**config.mk**
```make
export PLATFORM = sky130hd
export DESIGN_NAME = div8_seq
export DESIGN_NICKNAME = d
export VERILOG_FILES = /design/src/rtl/div8_seq_pkg.sv /design/src/rtl/div8_seq_step.sv /design/src/rtl/div8_seq.sv
export SDC_FILE = /design/constraint.sdc
export NUM_CORES = 1
export LEC_CHECK = 0
export ABC_AREA = 0
export CORE_ASPECT_RATIO = 0.5
export CORE_UTILIZATION = 55
export CTS_CLUSTER_DIAMETER = 30
export CTS_CLUSTER_SIZE = 8
export DETAILED_ROUTE_END_ITERATION = 8
export DONT_BUFFER_PORTS = 1
export GPL_TIMING_DRIVEN = 0
export HOLD_SLACK_MARGIN = 0.03
export PLACE_DENSITY = 0.67
export SKIP_LAST_GASP = 1
export SYNTH_ARGS = -nofsm -noshare
export SYNTH_HDL_FRONTEND = slang
export SYNTH_HIERARCHICAL = 1
export SYNTH_SLANG_ARGS = --single-unit
```
**constraint.sdc**
```tcl
create_clock -name clk -period 3.8 [get_ports clk]
set_clock_uncertainty 0.05 [all_clocks]
set_input_delay 0.57 -clock clk [delete_from_list [all_inputs] [get_ports clk]]
set_output_delay 0.57 -clock clk [all_outputs]
set_load 0.03 [all_outputs]
```
**src/rtl/div8_seq_pkg.sv**
```systemverilog
// Shared CPU package: divider FSM states, datapath width and DIV opcode.
package div8_seq_pkg;

    typedef enum logic [1:0] {
        IDLE = 2'd0,
        RUN  = 2'd1,
        DONE = 2'd2
    } div8_state_t;

    localparam int         DIV_W   = 8;
    localparam logic [7:0] OPC_DIV = 8'h04;

endpackage

```
**src/rtl/div8_seq_step.sv**
```systemverilog
// div8_step: one restoring-division step. Shift the next dividend bit into
// the partial remainder, trial-subtract the divisor, keep or restore.
module div8_step #(
    parameter int W = 8
) (
    input  logic [W-1:0] rem,
    input  logic [W-1:0] q,
    input  logic [W-1:0] divisor,
    output logic [W-1:0] rem_nxt,
    output logic [W-1:0] q_nxt
);

    logic [W:0] t;
    logic [W:0] d;

    // Trial subtract; d[W] is the borrow, set when t < divisor.
    always_comb begin
        t       = {rem, q[W-1]};
        d       = t - {1'b0, divisor};
        rem_nxt = d[W] ? t[W-1:0] : d[W-1:0];
        q_nxt   = {q[W-2:0], ~d[W]};
    end

endmodule

```
**src/rtl/div8_seq.sv**
```systemverilog
// div8_seq: unsigned restoring divider, one quotient bit per cycle,
// start/done handshake. Optional macro DIV8_DIVZ_EN adds a divz port and a
// one-cycle fast path for divisor 0; without it divisor 0 runs the full
// W steps and still yields quotient all ones, remainder = dividend.
module div8_seq
    import div8_seq_pkg::*;
#(
    parameter int W = DIV_W
) (
    input  logic         clk,
    input  logic         rst,
    input  logic         start,
    input  logic [W-1:0] dividend,
    input  logic [W-1:0] divisor,
    output logic         busy,
    output logic         done,
    output logic [W-1:0] quotient,
    output logic [W-1:0] remainder
`ifdef DIV8_DIVZ_EN
    ,
    output logic         divz
`endif
);

    localparam int               CNT_W = $clog2(W);
    localparam logic [CNT_W-1:0] LAST  = CNT_W'(W - 1);

    div8_state_t      state_q, state_d;
    logic [CNT_W-1:0] cnt_q,   cnt_d;
    logic [W-1:0]     rem_q,   rem_d;
    logic [W-1:0]     q_q,     q_d;
    logic [W-1:0]     dvs_q,   dvs_d;
`ifdef DIV8_DIVZ_EN
    logic             divz_q,  divz_d;
`endif

    logic [W-1:0] step_rem;
    logic [W-1:0] step_q;

    div8_step #(.W(W)) u_step (
        .rem     (rem_q),
        .q       (q_q),
        .divisor (dvs_q),
        .rem_nxt (step_rem),
        .q_nxt   (step_q)
    );

    // Next-state and datapath control. A start seen in the DONE cycle is
    // taken on the edge that leaves DONE, so back-to-back divisions issue
    // every W+1 cycles; start during RUN is ignored.
    always_comb begin
        state_d = state_q;
        cnt_d   = cnt_q;
        rem_d   = rem_q;
        q_d     = q_q;
        dvs_d   = dvs_q;
`ifdef DIV8_DIVZ_EN
        divz_d  = divz_q;
`endif
        case (state_q)
            IDLE, DONE: begin
                state_d = IDLE;
                if (start) begin
                    dvs_d   = divisor;
                    q_d     = dividend;
                    rem_d   = '0;
                    cnt_d   = '0;
                    state_d = RUN;
`ifdef DIV8_DIVZ_EN
                    divz_d  = 1'b0;
                    if (divisor == '0) begin
                        q_d     = '1;
                        rem_d   = dividend;
                        divz_d  = 1'b1;
                        state_d = DONE;
                    end
`endif
                end
            end
            RUN: begin
                rem_d = step_rem;
                q_d   = step_q;
                cnt_d = cnt_q + CNT_W'(1);
                if (cnt_q == LAST) state_d = DONE;
            end
            default: state_d = IDLE;
        endcase
    end

    // State and datapath registers with synchronous reset.
    always_ff @(posedge clk) begin
        if (rst) begin
            state_q <= IDLE;
            cnt_q   <= '0;
            rem_q   <= '0;
            q_q     <= '0;
            dvs_q   <= '0;
`ifdef DIV8_DIVZ_EN
            divz_q  <= 1'b0;
`endif
        end else begin
            state_q <= state_d;
            cnt_q   <= cnt_d;
            rem_q   <= rem_d;
            q_q     <= q_d;
            dvs_q   <= dvs_d;
`ifdef DIV8_DIVZ_EN
            divz_q  <= divz_d;
`endif
        end
    end

    // Outputs come straight from state and working registers.
    always_comb begin
        busy      = (state_q != IDLE);
        done      = (state_q == DONE);
        quotient  = q_q;
        remainder = rem_q;
`ifdef DIV8_DIVZ_EN
        divz      = divz_q;
`endif
    end

endmodule

```
==> impl_metrics.tcl <==
set metrics [dict create \
    setup_tns_ns 0 \
    synth_cell_types 36 \
    die_y_um 40.6 \
    portBuffers 0 \
    hpwl_um 2300 \
    path_buf_inv 2 \
    clock-sinks 29 \
    outcome "finished clean" \
    track_usage_pct 22.7 \
    critPathArrivalTime_ns 2.95 \
    async_flop_share_pct 0 \
    rsz0062_at_grt "no" \
    synth_most_common_cell "nand2_1" \
    vias_per_cell 5.70 \
    synth_top_area_share_pct 35.4 \
    seq_area_frac_synth_pct 35.4 \
    critPathSlowestCell "dfxtp_1" \
    drc 0 \
    required_ns 3.92 \
    slew_headroom_pct 61.6 \
    place_ws_ns 0.984 \
    drtPass1Iterations 4 \
    drv_slew 0 \
    synthFlopType "dfxtp_1" \
    finalSetupViolCount 0 \
    grt_pass1_wl_um 5290 \
    criticalPathCategory "flip-flop to flip-flop" \
    cts_root_buf "clkbuf_8" \
    cp-end-kind "flip-flop" \
    hold_class "input pin to flip-flop" \
    path_common_cell "inv_1" \
    diodes 0 \
    holdWs_ns 0.375 \
    antenna_left 0 \
    timing.fmax_ghz 0.352 \
    synth_largest_area_cell "dfxtp_1" \
    ys_seq_elements 29 \
    start_kind "flip-flop" \
    syn_area_mm2 0.00164 \
    r2r_slack_ns 0.96 \
    yosys_warnings 6 \
    overflow 0 \
    leakage_nw 0.740 \
    drt_iter0_drc 31 \
    fin_ws_ns 0.963 \
    p_per_area_mw_per_mm2 544 \
    nets 221 \
    path_clk_slew_ns 0.06 \
    final_util_pct 65.6 \
    rows 13 \
    antenna_found_initial 0 \
    synthTopCellsByCount "34 x nand2_1, 29 x dfxtp_1, 13 x a21oi_1, 13 x nor2_1" \
    synth.avg_cell_area_um2 8.90 \
    min_period_ns 2.84 \
    wl_um 3260 \
    hold_viol_final 0 \
    cts-resized-gates 0 \
    ioPinCount 37 \
    start_util_pct 60.7 \
    die_w_um 79.2 \
    drive_above_1_share_pct 18.3 \
    design.core.area_mm2 0.00270 \
    cts_buffers 5 \
    die_area_mm2 0.00321 \
    drv_cap 0 \
    syn_inst 184 \
    clock_latency_ns 0.28 \
    grt_start_max_net_pins 11 \
    vdd_drop_max_mv 0.262 \
    syn_nets 214 \
    cp_max_fo 9 \
    wire_per_inst_um 14.3 \
    via_count 1299 \
    tightest_slew_ns 0.574 \
    synth_edf_count 0 \
    postCtsSetupBuffers 0 \
    tritoncts "built" \
    cts_max_level 2 \
    cts_hold_buf 0 \
    slowest_delay_ns 0.43 \
    synth_area_leaders "dfxtp_1 35%, nand2_1 7.8%, ha_1 7.6%, a22o_1 5.3%, mux2_2 4.8%" \
    place_area_mm2 0.00168 \
    fin_crit_sh_pct 74.7 \
    area_growth_pct 8.10 \
    clk_path_buf_depth 2 \
    cp_cell_sequence "inv_1 -> ha_1 -> inv_1 -> fa_1 -> a21o_1 -> a21oi_2 -> o31ai_4 -> xor2_4 -> mux2_2 -> a22o_1" \
    gp_congestion 0.779 \
    cp_top_family "compound AO/OA/AOI/OAI gates" \
    grt_pass1_vias 1180 \
    final_area_mm2 0.00177 \
]
[worst reg2reg max path, stage by stage, from the launching register on]
cell,delay [ns]
dfxtp_1,0.43
inv_1,0.12
ha_1,0.17
inv_1,0.06
fa_1,0.40
a21o_1,0.19
a21oi_2,0.25
o31ai_4,0.13
xor2_4,0.35
mux2_2,0.39
a22o_1,0.20
[flip-flops by register name (all words and copies together) (netlist names)]
name / flops
cnt_q: 3
dvs_q: 8
quotient: 8
remainder: 8
state_q: 2
[per-stage QoR]
step | std cells | power [mW]
final | 228 | 0.963
after detailed placement | 221 | 0.711
after global placement | 221 | 0.708
after global routing | 228 | 1.02
after floorplan | 184 | 0.658
after CTS | 228 | 0.970
[cell type report]
cell class	count	area (um^2)
plain buffers	16	111
clock buffers	7	86.3
fillers	242	930
inverters	9	33.8
multi-input cells	130	912
flip-flops and latches	29	581
well taps	37	46.3
[placed cells by master (no fill, tap or decap)]
cell type,netlist,final
clkbuf_1,1,2
nand4b_1,1,1
a311oi_1,8,8
xor2_4,1,1
a21o_1,1,1
o22ai_1,1,1
or4_1,1,1
a21oi_2,1,1
nand2b_1,5,5
buf_6,2,2
mux2i_1,1,1
ha_1,10,10
o31ai_4,1,1
a22o_1,10,10
nand3_1,2,2
fa_1,1,1
mux2_1,1,1
or2_2,3,3
dfxtp_1,29,29
xnor2_1,2,2
clkbuf_8,0,6
nor2_1,13,13
nor3b_4,1,1
buf_4,8,8
buf_2,5,5
o21ai_0,2,2
a21oi_1,13,13
o21a_1,2,2
nor2b_1,2,2
and2_1,1,1
nand2_1,34,34
a2111oi_0,1,1
mux2_2,7,7
a31oi_1,1,1
a211oi_1,1,1
xor2_1,2,2
inv_1,9,9
[kinds of logic after synthesis]
kind of cell	synth area share, %
buffers and inverters	8.86
multiplexers	6.11
adder cells (fa/ha/maj)	8.86
flip-flops	35.4
AND/OR/NAND/NOR	17.7
XOR/XNOR	3.82
AO/OA/AOI/OAI	19.2
[routing by layer]
metal	track usage (%)	routed length [um]	vias up
li1	-	-	645
met1	26.9	1640	616
met2	37.9	1420	34
met3	9.09	177	4
met4	10.0	26	0
met5	0	0	-
[report_power, final]
group	switching (mW)	internal (mW)
registers	0.0620	0.330
clock network	0.112	0.143
logic	0.158	0.157
[final timing paths]
path / from / endpoint / cells after the start
hold / removal: divisor[1] / dvs_q[1] / 2
hold reg to reg: dvs_q[4] / dvs_q[4] / 2
setup reg to reg: quotient[7] / remainder[4] / 10
setup / recovery: quotient[7] / remainder[4] / 10
Power figures use the tool's default switching activity.
